`src/rtl/cabac_ram_arb_ctrl_pkg.sv`:
```
// Shared constants for the CABAC context SRAM arbiter: default geometry and FSM encoding.
package cabac_ram_arb_ctrl_pkg;

  localparam int CABAC_RAM_WW = 16;
  localparam int CABAC_RAM_AW = 8;

  localparam logic ST_IDLE = 1'b0;
  localparam logic ST_INIT = 1'b1;

endpackage

```
`src/rtl/cabac_ram_arb_ctrl_rr_arb2.sv`:
```
// Two-input round-robin arbiter; bit 0 is requester A, bit 1 is requester B.
module cabac_rr_arb2 (
  input  logic       clk,
  input  logic       rst,
  input  logic [1:0] req_i,
  input  logic       advance_i,
  output logic [1:0] gnt_o
);

  // Side that wins a tie next: 0 = A, 1 = B. Flipped away from whoever was just served.
  logic prio_q, prio_d;

  // NOTE: combinational blocks assign every output a default first so no latch is inferred.
  always_comb begin
    gnt_o = req_i;
    if (req_i == 2'b11) begin
      gnt_o = prio_q ? 2'b10 : 2'b01;
    end
  end

  always_comb begin
    prio_d = prio_q;
    if (advance_i && (gnt_o != 2'b00)) begin
      prio_d = gnt_o[0];
    end
  end

  // NOTE: sequential state uses non-blocking assignments only.
  always_ff @(posedge clk) begin
    if (rst) begin
      prio_q <= 1'b0;
    end else begin
      prio_q <= prio_d;
    end
  end

endmodule

```
`src/rtl/cabac_ram_arb_ctrl.sv`:
```
// Arbitrates one single-port CABAC context SRAM between requesters A and B,
// and runs the slice-start sequencer that clears every word to INIT_DATA.
module cabac_ram_arb_ctrl
  import cabac_ram_arb_ctrl_pkg::*;
#(
  parameter int                    WORD_WIDTH = CABAC_RAM_WW,
  parameter int                    ADDR_WIDTH = CABAC_RAM_AW,
  parameter logic [WORD_WIDTH-1:0] INIT_DATA  = '0
) (
  input  logic                  clk,
  input  logic                  rst,

  input  logic                  init_start_i,
  output logic                  init_busy_o,
  output logic                  init_done_o,

  input  logic                  a_req_i,
  input  logic                  a_we_i,
  input  logic [ADDR_WIDTH-1:0] a_addr_i,
  input  logic [WORD_WIDTH-1:0] a_wdata_i,
  output logic                  a_gnt_o,
  output logic                  a_rvalid_o,

  input  logic                  b_req_i,
  input  logic                  b_we_i,
  input  logic [ADDR_WIDTH-1:0] b_addr_i,
  input  logic [WORD_WIDTH-1:0] b_wdata_i,
  output logic                  b_gnt_o,
  output logic                  b_rvalid_o,

  output logic [WORD_WIDTH-1:0] rdata_o,

  output logic                  ram_cen_o,
  output logic                  ram_oen_o,
  output logic                  ram_wen_o,
  output logic [ADDR_WIDTH-1:0] ram_addr_o,
  output logic [WORD_WIDTH-1:0] ram_data_o,
  input  logic [WORD_WIDTH-1:0] ram_data_i
);

  localparam logic [ADDR_WIDTH-1:0] LAST_ADDR = '1;

  logic                  state_q, state_d;
  logic [ADDR_WIDTH-1:0] cnt_q, cnt_d;
  logic                  done_q, done_d;
  logic                  a_rvalid_q, b_rvalid_q;
  logic                  arb_en;
  logic [1:0]            arb_gnt;

  // Grants only in IDLE, and a same-cycle init_start_i takes the port away from the requesters.
  assign arb_en = (state_q == ST_IDLE) && !init_start_i && !rst;

  cabac_rr_arb2 u_arb (
    .clk       (clk),
    .rst       (rst),
    .req_i     ({b_req_i, a_req_i} & {2{arb_en}}),
    .advance_i (arb_en),
    .gnt_o     (arb_gnt)
  );

  assign a_gnt_o = arb_gnt[0];
  assign b_gnt_o = arb_gnt[1];

  always_comb begin
    state_d = state_q;
    cnt_d   = cnt_q;
    done_d  = 1'b0;
    if (state_q == ST_IDLE) begin
      if (init_start_i) begin
        state_d = ST_INIT;
        cnt_d   = '0;
      end
    end else begin
      cnt_d = cnt_q + 1'b1;
      if (cnt_q == LAST_ADDR) begin
        state_d = ST_IDLE;
        done_d  = 1'b1;
      end
    end
  end

  always_ff @(posedge clk) begin
    if (rst) begin
      state_q    <= ST_IDLE;
      cnt_q      <= '0;
      done_q     <= 1'b0;
      a_rvalid_q <= 1'b0;
      b_rvalid_q <= 1'b0;
    end else begin
      state_q    <= state_d;
      cnt_q      <= cnt_d;
      done_q     <= done_d;
      a_rvalid_q <= a_gnt_o && !a_we_i;
      b_rvalid_q <= b_gnt_o && !b_we_i;
    end
  end

  // SRAM port mux; reset forces the port quiet even if the FSM was mid-init.
  always_comb begin
    ram_cen_o  = 1'b1;
    ram_wen_o  = 1'b1;
    ram_addr_o = '0;
    ram_data_o = '0;
    if (!rst) begin
      if (state_q == ST_INIT) begin
        ram_cen_o  = 1'b0;
        ram_wen_o  = 1'b0;
        ram_addr_o = cnt_q;
        ram_data_o = INIT_DATA;
      end else if (a_gnt_o) begin
        ram_cen_o  = 1'b0;
        ram_wen_o  = !a_we_i;
        ram_addr_o = a_addr_i;
        ram_data_o = a_wdata_i;
      end else if (b_gnt_o) begin
        ram_cen_o  = 1'b0;
        ram_wen_o  = !b_we_i;
        ram_addr_o = b_addr_i;
        ram_data_o = b_wdata_i;
      end
    end
  end

  assign ram_oen_o   = 1'b0;
  assign init_busy_o = (state_q == ST_INIT);
  assign init_done_o = done_q;
  assign a_rvalid_o  = a_rvalid_q;
  assign b_rvalid_o  = b_rvalid_q;
  assign rdata_o     = ram_data_i;

endmodule

```
`config.mk`:
```
export PLATFORM = sky130hd
export DESIGN_NAME = cabac_ram_arb_ctrl
export DESIGN_NICKNAME = d
export VERILOG_FILES = /design/src/rtl/cabac_ram_arb_ctrl_pkg.sv /design/src/rtl/cabac_ram_arb_ctrl_rr_arb2.sv /design/src/rtl/cabac_ram_arb_ctrl.sv
export SDC_FILE = /design/constraint.sdc
export NUM_CORES = 1
export LEC_CHECK = 0
export CORE_MARGIN = 4
export CORE_UTILIZATION = 29
export CTS_BUF_LIST = sky130_fd_sc_hd__clkbuf_4 sky130_fd_sc_hd__clkbuf_8
export DETAILED_ROUTE_END_ITERATION = 7
export MAX_ROUTING_LAYER = met4
export PLACE_DENSITY = 0.82
export SYNTH_ARGS = -nofsm -noshare
export SYNTH_HDL_FRONTEND = slang
export SYNTH_SLANG_ARGS = --single-unit
```
`constraint.sdc`:
```
create_clock -name clk -period 2.6 [get_ports clk]
set_clock_uncertainty 0.2 [all_clocks]
set_input_delay 0.52 -clock clk [delete_from_list [all_inputs] [get_ports clk]]
set_output_delay 0.52 -clock clk [all_outputs]
set_load 0.005 [all_outputs]
```
=== Yosys cells after proc, flatten, opt, wreduce, memory -nomap -nowiden ===
Index checks and enable logic that the tools add are counted.

* Flip-flop bits (word level): 13
* Input port bits: 71
* Output and inout bits: 49
* Word-level logic and storage cells: 47

* Add/subtract/negate cells: 1
* Equal/unequal tests: 2
* Multiplexer cells: 24
* Bitwise gates (word level): 2
* Reduce and logical (&&, ||, !) cells: 12

{| class="wikitable"
|+ Operators by type and width
! operator !! number
|-
| two-way mux 16 bit || 4
|-
| two-way mux 8 bit || 6
|-
| two-way mux 1 bit || 12
|-
| adder 8 x 1 -> 8 bit, second input constant || 1
|-
| equality test 8 bit, second input constant || 1
|-
| logical AND 1 bit || 5
|-
| zero test 1 bit || 4
|-
| two-way mux 2 bit || 2
|-
| nonzero test 2 bit || 2
|-
| bitwise AND 2 bit || 1
|-
| equality test 2 bit, second input constant || 1
|-
| OR reduction 2 bit || 1
|-
| NOT 1 bit || 1
|}

=== Depth between registers and ports, before layout ===
* Word-level depth: 10
* Gate-level depth with buffers: 5
* Gate-level depth less buffers: 4

=== Hierarchy ===
A second synthesis with hierarchy kept.

* Cells, all modules: 152
* Area total of the unflattened synthesis: 1213.7 µm²

{| class="wikitable"
|+ Modules (own cells, without submodules)
! module !! instances !! cells an instance !! area each (µm²) !! sequential area each (µm²)
|-
| cabac_ram_arb_ctrl || 1 || 145 || 1148.6 || 240.2
|-
| cabac_rr_arb2 || 1 || 7 || 65.1 || 20.0
|}

=== Worst setup path before layout ===
Ideal clock, no wire load.

* Kind: input port to output port
* Start: input rst
* End: output ram_data_o[10]
* Arrival: 1513 ps
* Data required time: 1880 ps
* Slack: 367 ps
* Stages: 5
* Buffers on the path: 2
* Cell sequence: buf_6 nor4b_4 and2_4 buf_6 a22o_1

* Longest elaborated chain between the ends: 9

{| class="wikitable"
|+ RTL lines
! element !! line !! RTL
|-
| start, declared || cabac_ram_arb_ctrl.sv:11 || <nowiki>input logic rst,</nowiki>
|-
| zero test 1 bit * || - ||
|-
| logical AND 1 bit * || cabac_ram_arb_ctrl.sv:51 || <nowiki>assign arb_en = (state_q == ST_IDLE) && !init_start_i && !rst;</nowiki>
|-
| bitwise AND 2 bit * || cabac_ram_arb_ctrl.sv:56 || <nowiki>.req_i ({b_req_i, a_req_i} & {2{arb_en}}),</nowiki>
|-
| equality test 2 bit || cabac_ram_arb_ctrl_rr_arb2.sv:16 || <nowiki>if (req_i == 2'b11) begin</nowiki>
|-
| two-way mux 2 bit * || cabac_ram_arb_ctrl_rr_arb2.sv:16 ||
|-
| net b_gnt_o || cabac_ram_arb_ctrl.sv:28 || <nowiki>output logic b_gnt_o,</nowiki>
|-
| two-way mux 16 bit * || cabac_ram_arb_ctrl.sv:115 || <nowiki>end else if (b_gnt_o) begin</nowiki>
|-
| two-way mux 16 bit * || cabac_ram_arb_ctrl.sv:110 || <nowiki>end else if (a_gnt_o) begin</nowiki>
|-
| two-way mux 16 bit * || cabac_ram_arb_ctrl.sv:105 || <nowiki>if (state_q == ST_INIT) begin</nowiki>
|-
| two-way mux 16 bit * || cabac_ram_arb_ctrl.sv:104 || <nowiki>if (!rst) begin</nowiki>
|-
| end, declared || cabac_ram_arb_ctrl.sv:37 || <nowiki>output logic [WORD_WIDTH-1:0] ram_data_o,</nowiki>
|}

Mark *: on every way through the listed nets, which the timed path passes. The rest lies on a longest branch.

=== Worst setup path in the final report ===
* Start: input a_req_i
* End: output ram_data_o[7]

* Longest elaborated chain between the ends: 7

{| class="wikitable"
|+ RTL lines
! element !! line !! RTL
|-
| start, declared || cabac_ram_arb_ctrl.sv:17 || <nowiki>input logic a_req_i,</nowiki>
|-
| bitwise AND 2 bit * || cabac_ram_arb_ctrl.sv:56 ||
|-
| equality test 2 bit || cabac_ram_arb_ctrl_rr_arb2.sv:16 ||
|-
| two-way mux 2 bit * || cabac_ram_arb_ctrl_rr_arb2.sv:16 ||
|-
| two-way mux 16 bit || cabac_ram_arb_ctrl.sv:115 ||
|-
| two-way mux 16 bit * || cabac_ram_arb_ctrl.sv:110 ||
|-
| two-way mux 16 bit * || cabac_ram_arb_ctrl.sv:105 ||
|-
| two-way mux 16 bit * || cabac_ram_arb_ctrl.sv:104 ||
|}

Every way passes the cells marked *; elsewhere a longest branch is shown, timed or not.

==> results.yml <==
logic_synthesis:
  synth_area_leaders: "dfxtp_1 (23%), a22o_1 (13%), buf_4 (11%)"
  synthMuxAreaShare_pct: 0
  syn_inst: 138
  syn_nets: 210
  synth_xor_area_share_pct: 0
  synth_cell_types: 37
  ys_ff_latch: 13
  synth_top_cell_area_share_pct: 23.3
  synth_compound_area_share_pct: 32.7
  ys_seq_area_share_pct: 23.3
  syn_area_per_cell_sq_um: 8.11
  yosysWarnings: 0
  synth_simple_gate_area_share_pct: 23.7
  synth_area_leader_cell: "dfxtp_1"
  synthAdderAreaFrac_pct: 1.12
  netlist_area_sq_um: 1120
  synth_top_family_by_area: "compound AO/OA/AOI/OAI gates"
pwr:
  p_switching_uw: 154
  p_sw_share_pct: 25.0
  comb_power_share_pct: 36.1
  leakagePower_nw: 0.876
  vdd_drop_max_mv: 0.224
  p_seq_share_pct: 33.7
  p_per_area_nw_per_um2: 284
  internal-power_uw: 462
  pwr-share-clk_pct: 30.2
critical_path:
  worstPathRequired_ps: 1880
  cpLargestDelayFamily: "buffers and inverters"
  ff2ff_setup_slack_ps: 740
  cp_common_cell: "dlygate4sd2_1"
  path_depth: 7
  critical_path_arrival_ps: 1820
  path_cells: "dlygate4sd2_1, nor2b_4, and3_4, buf_6, buf_4, a22o_1, dlygate4sd2_1"
  end_kind: "primary output"
  crit_path_max_fanout: 6
  path_class: "in -> out"
  crit_buf_inv: 4
  reg2regPathDepth: 4
  cp_slowest_stage_delay_ps: 260
  critPathSlowestCell: "dlygate4sd2_1"
  startpoint_type: "input pin"
floorplan:
  start_util_pct: 30.3
  row_count: 22
  dieArea_sq_um: 4910
  ios: 120
  die_h_um: 70.1
  dieWidth_um: 70.1
  core_sq_um: 3690
global_route:
  track_usage_pct: 20.0
  first_global_vias: 1429
  antenna_found_initial: 0
  grt_max_degree: 16
  grt_pass1_wl_mm: 7.79
  grt.overflow.total: 0
clock_tree:
  clk_latency_ps: 240
  root_buffer: "clkbuf_8"
  cts_inserted_buffers: 3
  cts_tree: "built"
  htree_levels: 1
  clkSinkCount: 13
  clkTransAtPathRegs_ps: 50
  clk_path_buf_depth: 2
  postCtsHoldBufs: 0
worst_hold_path:
  hold_path.class: "reg -> reg"
  min_path_cells: 2
timing:
  max_freq_ghz: 0.394
  whs_ps: 318
  fin_ws_ps: 61.9
  finalSetupViolCount: 0
  hold_viol: 0
  drv_slew: 0
  period_share_pct: 97.6
  fin_tns_setup_ps: 0
  fin_crit_ps: 2540
placed_design:
  pre_cts_ws_ps: -554
  place.gp.congestion: 0.821
  dp_cells: 259
  io_buffer_count: 86
  dp_hpwl_mm: 3.53
layout:
  drive_gt1_share_pct: 25.4
  finish.utilization_pct: 58.8
  nets: 305
  nFillCells: 346
  antenna_cells: 0
  syn_to_final_growth_pct: 93.8
  final_cells: 280
drt:
  drt-total-wl_mm: 4.92
  routed-via-count: 1494
  post-route-drc-count: 0
  postRouteAntennaNets: 0
  drt_iter0_drc: 56
  drt-pass1-iter-count: 4
  route.detailed.wl_per_inst_um: 17.6
  via_per_inst: 5.34
run:
  drv_cap: 0
status:
  status: "finished clean"
[cell families (layout without fill, tap and decap cells)]
logic type,count (synthesis),count (layout)
compound gates,46,46
simple gates,45,47
buf+inv,32,124
flops,13,13
fa+ha+maj,1,1
other cells,1,1
[synthesized netlist by cell type (all sizes together)]
cell,count
a221oi,5
a41oi,6
a311oi,1
nor2,5
nor2b,6
a31oi,1
and2,2
conb,1
o311ai,1
nor4b,1
o21ai,2
or3,1
nor3,3
nand2,5
nand4,3
ha,1
nand3,11
a21oi,7
or4,1
nor3b,1
and3,1
clkbuf,2
a211oi,3
and2b,1
dfxtp,13
nand2b,3
and4,1
buf,25
inv,5
o21ba,1
o211ai,1
a221o,2
a22o,16
[registers in the layout, indices dropped and copies added (netlist names)]
name,cells
a_rvalid_o,1
cnt_q,8
b_rvalid_o,1
u_arb.prio_q,1
init_busy_o,1
init_done_o,1
[metrics by stage]
stage | instance area, sq um | total power [mW]
detailed placement | 1950 | 0.421
global placement | 1950 | 0.418
floorplan | 1120 | 0.295
finish | 2170 | 0.616
CTS | 2110 | 0.611
global route | 2170 | 0.649
[path summary, 6_finish.rpt]
| check | from | endpoint |
|---|---|---|
| setup / recovery | a_req_i | ram_data_o[7] |
| hold / removal | cnt_q[6] | init_done_o |
| setup reg to reg | init_busy_o | cnt_q[7] |
| hold reg to reg | cnt_q[6] | init_done_o |
[repair_timing]
action                                  in CTS  in global routing
endpoints found under the setup margin      28                 20
resized for setup                           68                 20
buffers inserted                            15                  1
pin swaps                                    7                  4
cloned                                       2                  0
[worst register-to-register path, stage by stage, from the launching register on]
cell and delay [ps]:
dfxtp_1 420, buf_4 240, nand4_1 230, or4_1 520, a21oi_1 170
[metal layers]
layer  GRT usage [%]  part of all wire, %  up-vias
li1                -                    -      703
met1            22.9                   41      704
met2            35.5                   50       83
met3            6.33                  9.0        4
met4            1.49                 0.81        0
met5               -                    0        -
[cell usage in the layout (no fill, tap or decap), types with 2 or more instances in the layout]
cell type / instances
clkdlybuf4s15_1: 8
o21ai_0: 2
a41oi_1: 6
nand2b_1: 3
clkdlybuf4s50_1: 56
a21oi_1: 7
nor2_1: 5
inv_1: 5
buf_4: 26
clkbuf_8: 3
a22o_1: 16
nand3_4: 2
nor3_1: 3
nand4_1: 3
a221o_1: 2
nand2_1: 5
dfxtp_1: 13
nand3_1: 8
and2_4: 3
a211oi_2: 2
a221oi_2: 4
dlygate4sd2_1: 12
nor2b_1: 5
buf_8: 2
buf_2: 9
[cell type report]
class,instances,area (sq um),area share (%)
clock buffers,4,48.8,2.25
inverters,5,18.8,0.866
multi-input cells,95,742,34.2
flip-flops and latches,13,260,12.0
well taps,48,60.1,2.77
repair buffers,115,1040,47.9
[power by group through the flow]
stage	registers [mW]	clock network (mW)	logic, mW
floorplan	0.211	0	0.0840
global route	0.208	0.202	0.240
detailed placement	0.212	0	0.209
CTS	0.207	0.191	0.212
finish	0.208	0.186	0.223
global placement	0.211	0	0.207
Power figures use the tool's default switching activity.
==> variant 1: new RTL, config.mk and constraints unchanged <==
Make the reset (`rst`) asynchronous in 2 clocked blocks.
--- a/src/rtl/cabac_ram_arb_ctrl_rr_arb2.sv
+++ b/src/rtl/cabac_ram_arb_ctrl_rr_arb2.sv
@@ -28,3 +28,3 @@
   // NOTE: sequential state uses non-blocking assignments only.
-  always_ff @(posedge clk) begin
+  always_ff @(posedge clk or posedge rst) begin
     if (rst) begin
--- a/src/rtl/cabac_ram_arb_ctrl.sv
+++ b/src/rtl/cabac_ram_arb_ctrl.sv
@@ -81,3 +81,3 @@
 
-  always_ff @(posedge clk) begin
+  always_ff @(posedge clk or posedge rst) begin
     if (rst) begin
Check against the original RTL: differs if rst is asserted again (counterexample within 4 cycles, from zero or initial values and one cycle with rst high); with rst held inactive, the same outputs for 10 cycles.
==> variant 1 against the original RTL <==
- worst setup slack improved by 0.043 ns
- synthesized area rose by 9.3%
- maximum frequency rose by 1.7%
- die area rose by 8.2%
- routed wire length fell by 7.4%
- worst hold slack got worse by 0.034 ns
- count of clock-buffer cells in the layout did not move
- via count fell by 1.0%
- highest routed layer unchanged
- final area rose by 5.9%
- sequential cell count did not move
Power is not compared: it rests on default switching activity, and its combinational part moved more than twofold at a synthesized area within 25%.
==> variant 1: results (changes against the original RTL) <==
Final Total Pwr between 0.0009 and 0.001 W; Adder-Cell Fraction of Synth Area 1.02% (was 1.12%); ys flop type dfrtp_1 (was dfxtp_1); worst-path maximum fanout 8 (was 6); filler instances 344 (was 346); Iter 0 DRT Violations 68 (was 56); Setup crit end b_gnt_o (was ram_data_o[7]); Layout Nets 313 (was 305); vias in the first global route 1621 (was 1429); status finished, final reports clean (unchanged); vias 1479 (was 1494); Worst EP arrival 1.78 ns (was 1.82 ns); first-pass GRT wire length 7200 um (was 7790 um); Seq/Total Area, Yosys 26.6% (was 23.3%); dpl cells 273 (was 259); Synth Area in Compound Gates 34.2% (was 32.7%); worst hold start cnt_q[7]$_DFFE_PP0P_ (was cnt_q[6]$_SDFFE_PP0P_); Gates resized, CTS repair 99 (was 68); ys async rst share 100% (was 0%); post-DR vias/cell 5.10 (was 5.34); syn nets 212 (was 210); Largest stage delay, worst path 0.50 ns (was 0.26 ns); Final HPWL DP 3490 um (was 3530 um); Synth area leaders dfrtp_1 27%, buf_4 12%, a22o_1 8.6%, a221oi_1 4.3%, a22o_4 4.3% (was dfxtp_1 23%, a22o_1 13%, buf_4 11%, nand3_1 4.9%, a41oi_1 4.7%); CP max stage cell clkdlybuf4s50_1 (was dlygate4sd2_1); per-cell routed wire length 15.7 um (was 17.6 um); hold path endpoint cnt_q[7]$_DFFE_PP0P_ (was init_done_o$_SDFF_PP0_)
variant 1: cell types whose count changed in the layout (fill, tap and decap cells not counted), sizes merged, moves of 6 or more:
cell / before / now
buf: 38 / 49
inv: 5 / 14
a21oi: 7 / 1
dfxtp: 13 / 0
dfrtp: 0 / 13
dlygate4sd2: 12 / 4
variant 1: worst register-to-register path, stage by stage (launching register included):
cell	delay [ns]
dfrtp_1	0.40
buf_4	0.32
inv_1	0.17
nor4_1	0.41
nor2_1	0.09
variant 1: cell type report:
class	count	area [sq um]	area share [%]
repair buffers	122	1100	48.0
multi-input cells	87	689	30.0
flip-flops and latches	13	325	14.2
well taps	50	62.6	2.72
inverters	12	52.6	2.29
clock buffers	4	48.8	2.13
repair inverters	2	15.0	0.654
variant 1: metal layers:
layer | global-route usage, % | routed length [um] | up-vias
met2 | 33.5 | 2480 | 72
li1 | - | - | 708
met5 | - | 0 | -
met1 | 18.9 | 1740 | 687
met4 | 6.56 | 82 | 0
met3 | 1.93 | 263 | 12
==> variant 2: new RTL, same settings <==
Without the edit above. The package constant `CABAC_RAM_WW` goes from 16 to 8.
--- a/src/rtl/cabac_ram_arb_ctrl_pkg.sv
+++ b/src/rtl/cabac_ram_arb_ctrl_pkg.sv
@@ -3,3 +3,3 @@
 
-  localparam int CABAC_RAM_WW = 16;
+  localparam int CABAC_RAM_WW = 8;
   localparam int CABAC_RAM_AW = 8;
Interface: changed (5 resized); port bits go from 120 to 80. No check against the original RTL was run, so the function may have changed too.
==> variant 2 against the original RTL <==
- global-route usage down 1.8 points
- final area down 21%
- power down 15%
- synthesized area down 12%
- sequential cell count unchanged
- worst setup slack better by 0.0058 ns
- critical path depth unchanged
- worst hold slack better by 0.018 ns
- routed wire length down 25%
- combinational power down 24%
- clock power down 22%
- critical endpoint is now ram_data_o[0]
- largest cell class unchanged
- largest power group is now registers
==> variant 2: results (changes against the original RTL) <==
routability cong. 0.808 (was 0.821); CTS Buf Count 3 (unchanged); ANT cells 0 (unchanged); drt first pass iters 4 (unchanged); Final HPWL DP 2790 um (was 3530 um); Netlist cell types 39 (was 37); Iter 0 DRT Violations 33 (was 56); worst min-delay path category reg2reg (unchanged); H-tree depth 1 (unchanged); largest net degree at the start of global routing 23 (was 16); clock buffer depth 2 (unchanged); number of port buffers 62 (was 86); ys async rst share 0% (unchanged); hold path depth 2 (unchanged); share of post-route cells with drive strength above 1 22.0% (was 25.4%); Worst EP arrival about 1.8 ns; vias 1219 (was 1494); Seq/Total Area, Yosys 26.3% (was 23.3%); Worst-Skew Late Latency 0.29 ns (was 0.24 ns); LEAKAGE 0.691 nW (was 0.876 nW); top post-synthesis cells by count 13 x dfxtp_1, 11 x nand3_1, 10 x buf_4, 8 x a22o_1, 7 x a21oi_1 (was 17 x buf_4, 16 x a22o_1, 13 x dfxtp_1, 11 x nand3_1, 7 x a21oi_1); initial antenna violation count 0 (unchanged); first-pass GRT wire length 6010 um (was 7790 um); syn nets 169 (was 210); Largest register FFs 8 (unchanged); Worst Setup SP rst (was a_req_i); gate count of the mapped netlist 121 (was 138); Reg2Reg Depth 4 (unchanged); register with the highest flop count cnt_q (unchanged); Post-Route WL 3700 um (was 4920 um); clock-pin slew on the worst setup and hold paths 0.08 ns (was 0.05 ns); vias in the first global route 1287 (was 1429); worst-path maximum fanout 5 (was 6); Synth area leaders dfxtp_1 26%, buf_4 7.6%, a22o_1 7.1%, nand3_1 5.6%, a41oi_1 5.3% (was dfxtp_1 23%, a22o_1 13%, buf_4 11%, nand3_1 4.9%, a41oi_1 4.7%); root buffer cell clkbuf_4 (was clkbuf_8); Total GRT Usage 18.2% (was 20.0%); worst hold start cnt_q[6]$_SDFFE_PP0P_ (unchanged); status finished, final reports clean (unchanged); Peak supply drop 0.000192 V (was 0.000224 V); filler instances 328 (was 346); dpl cells 223 (was 259); DP Worst Slack -0.565 ns (was -0.554 ns); Warnings, synthesis 0 (unchanged); worst r2r src init_busy_o$_SDFF_PP0_ (unchanged); final non-filler cell total 235 (was 280)
## variant 2: cell count changes in the layout (fill, tap and decap cells not counted), moves of 5 or more
cell / delta
clkdlybuf4s50_1: -17
buf_4: -6
clkdlybuf4s15_1: -6
a22o_1: -8
buf_2: -5
## variant 2: through the flow
step	setup TNS [ns]	hold slack, ns	area, sq um	total power (W)
6_report	0	0.336	1720	0.000521
2_1_floorplan	0	0.269	990	0.000279
3_5_place_dp	-10.39	0.311	1640	0.000381
3_3_place_gp	-9.05	0.297	1640	0.000376
4_1_cts	0	0.322	1730	0.000521
5_1_grt	0	0.362	1720	0.000545
## variant 2: critical path, stage by stage
cell and delay, ns:
clkdlybuf4s15_2 0.23, nor4b_4 0.24, buf_4 0.18, and2_4 0.15, buf_4 0.14, a22o_1 0.12
dlygate4sd2_1 0.24
## variant 2: routing by layer
metal  up-vias  global-route usage (%)  part of all wire (%)
met4         0                    3.55                  0.57
met3         4                    4.76                   5.1
li1        595                       -                     -
met2        37                    33.6                    54
met5         -                       -                     0
met1       583                    19.5                    40
## variant 2: power by group
part           total (W)  internal (W)  switching [W]
combinational   0.000169      0.000105      0.0000640
sequential      0.000208      0.000203     0.00000505
clock           0.000145     0.0000701      0.0000748
total           0.000521      0.000378       0.000144
## variant 2: cells by family after synthesis
kind of cell    after synthesis  synth area share (%)
fa+ha+maj                     1                  1.26
compound gates               38                  29.8
simple gates                 45                  27.4
other cells                   1                 0.379
flops                        13                  26.3
buf+inv                      23                  14.8
## variant 2: final timing paths
path	end	slack (ns)
setup / recovery	ram_data_o[0]	0.07
hold reg to reg	init_done_o$_SDFF_PP0_	0.34
hold / removal	init_done_o$_SDFF_PP0_	0.34
setup reg to reg	cnt_q[7]$_SDFFE_PP0P_	0.77
## variant 2: area by class of cell
type / count / area [sq um] / share of cell area, %
repair buffers: 83 / 738 / 42.9
clock buffers: 4 / 30.0 / 1.75
multi-input cells: 86 / 618 / 35.9
well taps: 44 / 55.1 / 3.20
flip-flops and latches: 13 / 260 / 15.1
inverters: 5 / 18.8 / 1.09
## variant 2: what timing repair did
item                       in CTS  in global routing
pin swaps                       2                  3
gates resized for setup        42                 11
setup endpoints to repair      20                 16
buffers inserted                7                  0
gates cloned                    1                  0
